### src/rtl/scoreboard_reg_file_if.sv
// Register-file bus: read ports, two writeback ports,
// issue port and scoreboard status.
interface scoreboard_reg_file_if #(
  parameter int ADDR_W = 5,
  parameter int DATA_W = 32
);
  logic [ADDR_W-1:0] ra1, ra2;
  logic [DATA_W-1:0] rd1, rd2;
  logic              busy1, busy2;
  logic              we_a, we_b;
  logic [ADDR_W-1:0] wa_a, wa_b;
  logic [DATA_W-1:0] wd_a, wd_b;
  logic              iss_v;
  logic [ADDR_W-1:0] iss_addr;
  logic              wr_conflict;
  logic [ADDR_W:0]   pend_cnt;

  modport master (
    output ra1, ra2, we_a, wa_a, wd_a,
    output we_b, wa_b, wd_b, iss_v, iss_addr,
    input  rd1, rd2, busy1, busy2,
    input  wr_conflict, pend_cnt
  );

  modport slave (
    input  ra1, ra2, we_a, wa_a, wd_a,
    input  we_b, wa_b, wd_b, iss_v, iss_addr,
    output rd1, rd2, busy1, busy2,
    output wr_conflict, pend_cnt
  );
endinterface

### src/rtl/scoreboard_reg_file.sv
// 2R/2W register file with forwarding and a
// per-register pending-write scoreboard.
module scoreboard_reg_file #(
  parameter int ADDR_W   = 5,
  parameter int DATA_W   = 32,
  parameter int NREGS    = 32,
  parameter int ZERO_REG = 1,
  parameter int BYPASS   = 1
) (
  input logic clk,
  input logic rst_n,
  scoreboard_reg_file_if.slave bus
);

  localparam logic [ADDR_W:0] NR = (ADDR_W+1)'(NREGS);

  function automatic logic wr_ok(
    input logic [ADDR_W-1:0] a
  );
    return ({1'b0, a} < NR) &&
           !((ZERO_REG != 0) && (a == '0));
  endfunction

  logic [DATA_W-1:0] rf [NREGS];
  logic [NREGS-1:0]  pend, pend_nxt;
  logic [ADDR_W:0]   cnt, cnt_nxt;
  logic              conf;
  logic              va, vb, vi;

  assign va = bus.we_a & wr_ok(bus.wa_a);
  assign vb = bus.we_b & wr_ok(bus.wa_b);
  assign vi = bus.iss_v & wr_ok(bus.iss_addr);

  // issue beats writeback so a new producer stays pending
  always_comb begin
    pend_nxt = pend;
    cnt_nxt  = '0;
    for (int r = 0; r < NREGS; r++) begin
      if (vi && bus.iss_addr == ADDR_W'(r))
        pend_nxt[r] = 1'b1;
      else if ((va && bus.wa_a == ADDR_W'(r)) ||
               (vb && bus.wa_b == ADDR_W'(r)))
        pend_nxt[r] = 1'b0;
      cnt_nxt = cnt_nxt + {{ADDR_W{1'b0}}, pend_nxt[r]};
    end
  end

  always_ff @(posedge clk or negedge rst_n) begin
    if (!rst_n) begin
      for (int r = 0; r < NREGS; r++)
        rf[r] <= '0;
      pend <= '0;
      cnt  <= '0;
      conf <= 1'b0;
    end else begin
      for (int r = 0; r < NREGS; r++) begin
        if (va && bus.wa_a == ADDR_W'(r))
          rf[r] <= bus.wd_a;
        if (vb && bus.wa_b == ADDR_W'(r))
          rf[r] <= bus.wd_b;
      end
      pend <= pend_nxt;
      cnt  <= cnt_nxt;
      conf <= va & vb & (bus.wa_a == bus.wa_b);
    end
  end

  logic [ADDR_W-1:0] ra  [2];
  logic [DATA_W-1:0] rd  [2];
  logic              bsy [2];
  logic              hit [2];

  assign ra[0] = bus.ra1;
  assign ra[1] = bus.ra2;

  always_comb begin
    for (int p = 0; p < 2; p++) begin
      rd[p]  = '0;
      bsy[p] = 1'b0;
      hit[p] = 1'b0;
      if (wr_ok(ra[p])) begin
        hit[p] = (va && bus.wa_a == ra[p]) ||
                 (vb && bus.wa_b == ra[p]);
        rd[p]  = rf[ra[p]];
        if (BYPASS != 0) begin
          if (vb && bus.wa_b == ra[p])
            rd[p] = bus.wd_b;
          else if (va && bus.wa_a == ra[p])
            rd[p] = bus.wd_a;
        end
        bsy[p] = pend[ra[p]] &
                 ~((BYPASS != 0) & hit[p] &
                   ~(vi & (bus.iss_addr == ra[p])));
      end
    end
  end

  assign bus.rd1         = rd[0];
  assign bus.rd2         = rd[1];
  assign bus.busy1       = bsy[0];
  assign bus.busy2       = bsy[1];
  assign bus.pend_cnt    = cnt;
  assign bus.wr_conflict = conf;

endmodule

### src/flat_wrapper.sv
// flat-port wrapper written by rule: the top's interface ports become plain ports
module scoreboard_reg_file_flat 
#(
  parameter int ADDR_W   = 5,
  parameter int DATA_W   = 32,
  parameter int NREGS    = 32,
  parameter int ZERO_REG = 1,
  parameter int BYPASS   = 1
)
  (clk, rst_n, bus_ra1, bus_ra2, bus_we_a, bus_wa_a, bus_wd_a, bus_we_b, bus_wa_b, bus_wd_b, bus_iss_v, bus_iss_addr, bus_rd1, bus_rd2, bus_busy1, bus_busy2, bus_wr_conflict, bus_pend_cnt);
  scoreboard_reg_file_if #(.ADDR_W(ADDR_W), .DATA_W(DATA_W)) bus_i ();
  input logic clk;
  input logic rst_n;
  input wire logic [$bits(bus_i.ra1)-1:0] bus_ra1;
  input wire logic [$bits(bus_i.ra2)-1:0] bus_ra2;
  input wire logic [$bits(bus_i.we_a)-1:0] bus_we_a;
  input wire logic [$bits(bus_i.wa_a)-1:0] bus_wa_a;
  input wire logic [$bits(bus_i.wd_a)-1:0] bus_wd_a;
  input wire logic [$bits(bus_i.we_b)-1:0] bus_we_b;
  input wire logic [$bits(bus_i.wa_b)-1:0] bus_wa_b;
  input wire logic [$bits(bus_i.wd_b)-1:0] bus_wd_b;
  input wire logic [$bits(bus_i.iss_v)-1:0] bus_iss_v;
  input wire logic [$bits(bus_i.iss_addr)-1:0] bus_iss_addr;
  output wire logic [$bits(bus_i.rd1)-1:0] bus_rd1;
  output wire logic [$bits(bus_i.rd2)-1:0] bus_rd2;
  output wire logic [$bits(bus_i.busy1)-1:0] bus_busy1;
  output wire logic [$bits(bus_i.busy2)-1:0] bus_busy2;
  output wire logic [$bits(bus_i.wr_conflict)-1:0] bus_wr_conflict;
  output wire logic [$bits(bus_i.pend_cnt)-1:0] bus_pend_cnt;
  assign bus_i.ra1 = bus_ra1;
  assign bus_i.ra2 = bus_ra2;
  assign bus_i.we_a = bus_we_a;
  assign bus_i.wa_a = bus_wa_a;
  assign bus_i.wd_a = bus_wd_a;
  assign bus_i.we_b = bus_we_b;
  assign bus_i.wa_b = bus_wa_b;
  assign bus_i.wd_b = bus_wd_b;
  assign bus_i.iss_v = bus_iss_v;
  assign bus_i.iss_addr = bus_iss_addr;
  assign bus_rd1 = bus_i.rd1;
  assign bus_rd2 = bus_i.rd2;
  assign bus_busy1 = bus_i.busy1;
  assign bus_busy2 = bus_i.busy2;
  assign bus_wr_conflict = bus_i.wr_conflict;
  assign bus_pend_cnt = bus_i.pend_cnt;
  scoreboard_reg_file #(.ADDR_W(ADDR_W), .DATA_W(DATA_W), .NREGS(NREGS), .ZERO_REG(ZERO_REG), .BYPASS(BYPASS)) u_core (.clk(clk), .rst_n(rst_n), .bus(bus_i));
endmodule
### config.mk
export PLATFORM = sky130hd
export DESIGN_NAME = scoreboard_reg_file_flat
export DESIGN_NICKNAME = d
export VERILOG_FILES = /design/src/rtl/scoreboard_reg_file_if.sv /design/src/rtl/scoreboard_reg_file.sv /design/src/flat_wrapper.sv
export SDC_FILE = /design/constraint.sdc
export NUM_CORES = 2
export LEC_CHECK = 0
export CAP_MARGIN = 0
export CORE_ASPECT_RATIO = 1.1
export CORE_MARGIN = 2
export CORE_UTILIZATION = 57
export CTS_BUF_LIST = sky130_fd_sc_hd__clkbuf_8 sky130_fd_sc_hd__clkbuf_16
export DETAILED_ROUTE_END_ITERATION = 7
export GPL_ROUTABILITY_DRIVEN = 0
export HOLD_SLACK_MARGIN = 0.05
export PLACE_DENSITY = 0.89
export REMOVE_ABC_BUFFERS = 1
export SLEW_MARGIN = 20
export SYNTH_ARGS = -nofsm -noshare
export SYNTH_HDL_FRONTEND = slang
export SYNTH_SLANG_ARGS = --single-unit
### constraint.sdc
create_clock -name clk -period 4.7 [get_ports clk]
set_clock_uncertainty 0.05 [all_clocks]
set_input_delay 1.41 -clock clk [delete_from_list [all_inputs] [get_ports clk]]
set_output_delay 1.41 -clock clk [all_outputs]
set_load 0.01 [all_outputs]
==> results of run 1 <==
## routing by layer
metal / GRT overflow / GRT usage
met4: 73 / 0.723
met5: 3 / 0.625
met1: 49 / 0.757
met3: 48 / 0.753
met2: 107 / 0.888
## logic make-up after synthesis
group                    after synthesis  share of synthesized area
AO/OA/AOI/OAI                       1578                      0.131
XOR/XNOR                              38                    0.00489
adder cells (fa/ha/maj)               32                    0.00852
buffers and inverters                905                     0.0568
flip-flops                          1063                      0.391
multiplexers                        1636                      0.323
AND/OR/NAND/NOR                     1445                     0.0857
## repair_timing
action,in CTS
gates resized for setup,712
hold buffers,0
buffers inserted,82
gates cloned,8
endpoints found under the setup margin,72
pin swaps,113
## per-stage QoR
stage	instance area (um2)	cells	util	hold WS (ns)	worst slack [ns]
detailed placement	74000	8169	0.622	0.332	-2.77
floorplan	64500	5854	-	0.315	-5.33
CTS	79900	8447	0.671	0.348	-1.29
global placement	74000	8169	0.622	0.326	-2.57
==> summary.txt, run 1 <==
Place
  • Post-DP HPWL: roughly 170000 um
  • Port buffer count: 166

Synth
  • Top FF cell, synth: dfrtp_1
  • Post-synthesis cell type count: 63
  • Synthesized flop and latch total: 1063
  • Post-synth top area share: 0.391
  • EDFF count, synth: 0
  • Mapped cell area: 68100 um2
  • Ys async rst share: 1.00
  • Top post-synthesis cells by count: 1176 x mux2i_1, 1063 x dfrtp_1, 655 x a21oi_1
  • Mapped Avg Cell Area: 10.2 um2
  • Sequential fraction of the synthesis area: 0.391
  • Count leader, synth: mux2i_1
  • Synth Instances: 6697
  • Leading area contributor after synthesis: dfrtp_1
  • Area contributors post-synth: dfrtp_1 39%, mux2i_1 17%, mux4_2 15%
  • Syn. warnings: 0

GRT
  • Largest net degree at the start of global routing: 107
  • Total congestion overflow: 280
  • GRT Util Overall: 0.786

Die
  • Die height: 367 um
  • Initial Util: 0.572
  • Row count: 133
  • Top Ports: 167
  • Die Span X: 334 um

Clock network
  • Root Driver: clkbuf_16
  • CTS max path bufs: 3
  • TritonCTS buffer count: 106
  • H-Tree Depth: 3
  • CTS Sinks: 1063

Run status
  • Status: aborted with a tool error
  • Halt Stage: global routing
  • Log Error: [ERROR GRT-0232] Routing congestion too high. Check the congestion heatmap in the GUI.
==> run 2, diff against run 1 <==
- CORE_ASPECT_RATIO: 1.1 -> default
- CORE_UTILIZATION: 57 -> 40
- CTS_BUF_LIST: sky130_fd_sc_hd__clkbuf_8 sky130_fd_sc_hd__clkbuf_16 -> default
- HOLD_SLACK_MARGIN: 0.05 -> default
- PLACE_DENSITY: 0.89 -> default
- PLACE_DENSITY_LB_ADDON: default -> 0.15
- clock period: 4.7 -> 6.1 ns (I/O delays scaled with it)
==> run 2 against run 1 <==
- the flow now finishes, with violations (setup timing)
- synthesized cell count unchanged
- area after synthesis is the same
==> summary.txt, run 2 <==
Run status
  • Status: finished, violations left (was aborted with a tool error)
  • Failing checks: setup timing

STA
  • Final Cycle Share: 1.03
  • Crit path time final: 6.27 ns
  • Final setup fails: 7
  • Worst-margin pin slew: 1.27 ns
  • Fmax: 160 MHz
  • Worst setup margin: -0.166 ns
  • Slew Limit Fails: 0
  • Setup TNS: -0.624 ns
  • Worst relative slew slack: 0.154
  • Unrepaired setup endpoints after global routing: yes
  • Endpoints failing hold: 0

Place
  • Port buffer count: 166 (unchanged)
  • Post-DP HPWL: 189000 um (was 165000 um)
  • Dpl cell area: 76200 um2 (was 74000 um2)

Finish
  • Ratio of cells with drive above 1 in the final layout: 0.250
  • Commonest non-fill, non-tap cell in the layout: mux2i_1
  • Post-Layout Inst Area: 82100 um2
  • Fin util: 0.485
  • Final nets: 7069
  • Biggest register: u_core.rf
  • Max FFs per register: 1024
  • Commonest cells after routing, fill and taps aside: 1176 x mux2i_1, 1063 x dfrtp_1, 643 x buf_4, 628 x a21oi_1, 617 x nand2_1
  • Area growth, synth to finish: 20.5%

Synth
  • EDFF count, synth: 0 (unchanged)
  • Synthesized flop and latch total: 1063 (unchanged)
  • Synth Instances: 6697 (unchanged)
  • Area contributors post-synth: dfrtp_1 39%, mux2i_1 17%, mux4_2 15% (unchanged)
  • Syn. warnings: 0 (unchanged)
  • Mapped Avg Cell Area: 10.2 um2 (unchanged)
  • Top post-synthesis cells by count: 1176 x mux2i_1, 1063 x dfrtp_1, 655 x a21oi_1 (unchanged)
  • Post-synthesis cell type count: 63 (unchanged)
  • Count leader, synth: mux2i_1 (unchanged)
  • Sequential fraction of the synthesis area: 0.391 (unchanged)
  • Mapped cell area: 68100 um2 (unchanged)
  • Leading area contributor after synthesis: dfrtp_1 (unchanged)
  • Top FF cell, synth: dfrtp_1 (unchanged)
  • Ys async rst share: 1.00 (unchanged)
  • Post-synth top area share: 0.391 (unchanged)

Setup path
  • Critical Path Sink Type: flip-flop
  • Register-to-Register Path Depth: 18
  • CP Launch Type: primary input
  • WS Path Type: primary input to flip-flop
  • CP Max Fanout: 4
  • Setup crit end: u_core.bus.pend_cnt[4]
  • Crit path required time: 6.74 ns
  • Reg2reg end: u_core.bus.pend_cnt[4]
  • Critical Path AT: 6.90 ns
  • Worst R2R Setup Slack: 0.85 ns
  • FF-to-FF Start: u_core.pend[1]
  • Crit path launch: bus_wa_b[4]

GRT
  • Initial antenna violation count: 7
  • Largest net degree at the start of global routing: 123
  • First-pass GRT wire length: 443000 um
  • Total congestion overflow: 0
  • GRT Util Overall: 0.357
  • Vias in the first global route: 57800

Power
  • LEAKAGE: roughly 0.037 uW
  • PwrDens: 337 nW/um2
  • Max VDD drop: 0.000707 V
  • Pwr Total: between 20000 and 30000 uW

Die
  • Initial Util: 0.402 (was 0.572)
  • Row count: 151 (was 133)
  • Die height: 417 um (was 367 um)
  • Total die area: 174000 um2
  • Top Ports: 167 (unchanged)
  • CORE AREA: roughly 170000 um2
  • Die Span X: 417 um (was 334 um)

Clock network
  • Clock Pin Slew Worst Setup and Hold Paths: 0.07 ns
  • H-Tree Depth: 3 (unchanged)
  • CTS max path bufs: 3 (unchanged)
  • CTS Sinks: 1063 (unchanged)
  • Root Driver: clkbuf_16 (unchanged)
  • Hold-fix buffers at CTS: 0 (unchanged)
  • TritonCTS buffer count: 121 (was 106)
  • CTS tree: done
  • Worst skew pair latency: 0.77 ns

Routing
  • DRC: 0
  • DR iter-0 viols: 8143
  • Routed wire length: 316000 um
  • TritonRoute pass-1 iters: 8
  • DR WL/cell: 34.1 um
  • Vias post-DR: 60000
  • ANT nets after route: 0
  • Post-DR vias/cell: 6.47

Min path
  • HP Class: flip-flop to flip-flop

Flow run
  • MaxCap Viol Count: 0
[run 2: cell counts after synthesis]
Identical to the previous run, type by type.
[run 2: worst min-delay path by stage]
| stage | cells past startpoint | slack [ns] | to | start |
|---|---|---|---|---|
| 2_1_floorplan | 0 | 0.32 | u_core.rf[1001] | u_core.rf[1001] |
| 3_3_place_gp | 0 | 0.33 | u_core.rf[1020] | u_core.rf[1020] |
| 3_5_place_dp | 0 | 0.33 | u_core.rf[1020] | u_core.rf[1020] |
| 4_1_cts | 0 | 0.35 | u_core.rf[1002] | u_core.rf[1002] |
| 5_1_grt | 0 | 0.36 | u_core.rf[1002] | u_core.rf[1002] |
| 6_report | 0 | 0.35 | u_core.rf[1008] | u_core.rf[1008] |
[run 2: area by class of cell]
class | count | area [um2]
fill | 15500 | 87200
multi-input combinational | 4729 | 39100
sequential | 1063 | 26600
timing repair buffer | 966 | 9290
clock buffer | 186 | 3680
tap | 2218 | 2780
clock inverter | 40 | 400
inverter | 62 | 233
antenna | 8 | 20.0
[run 2: logic make-up after synthesis]
kind of cell / count (synthesis) / synth area share
multiplexers: 1636 / 0.323
XOR/XNOR: 38 / 0.00489
AO/OA/AOI/OAI: 1578 / 0.131
flip-flops: 1063 / 0.391
AND/OR/NAND/NOR: 1445 / 0.0857
buffers and inverters: 905 / 0.0568
adder cells (fa/ha/maj): 32 / 0.00852
[run 2: through the flow]
step | instances | setup slack, ns | hold WS (ns)
global route | 9265 | -0.328 | 0.359
finish | 9272 | -0.166 | 0.354
floorplan | 5854 | -4.35 | 0.315
CTS | 9223 | -0.223 | 0.348
detailed placement | 8949 | -1.68 | 0.335
global placement | 8949 | -1.67 | 0.328
[run 2: timing repair]
| action | 4_1_cts | 5_1_grt |
|---|---|---|
| cloned | 5 | 3 |
| buffers inserted | 44 | 41 |
| gates resized for setup | 435 | 125 |
| pin swaps | 64 | 52 |
| setup endpoints to repair | 72 | 70 |
[run 2: power by group]
part           switching (uW)  internal (uW)  total (uW)
clock                    3290           4380        7670
combinational            4440           5120        9560
sequential               1520           8940       10500
total                    9250          18400       27700
[run 2: worst max-delay path, cell delays in order]
cell     delay (ns)
buf_4          0.13
nor2b_4        0.18
nand2_4        0.08
nor2_4         0.12
o21ai_2        0.09
ha_1           0.31
fa_1           0.53
inv_2          0.05
fa_1           0.54
fa_1           0.44
fa_1           0.53
fa_1           0.43
fa_1           0.51
inv_2          0.04
fa_2           0.36
inv_2          0.06
fa_2           0.20
inv_2          0.03
a21o_1         0.15
a21oi_2        0.13
xnor2_1        0.13
[run 2: routing by layer]
layer,track usage,wire [um]
met1,0.486,126000
met5,0,13
met3,0.0966,36700
met4,0.196,19600
met2,0.514,134000
Power figures use the tool's default switching activity.
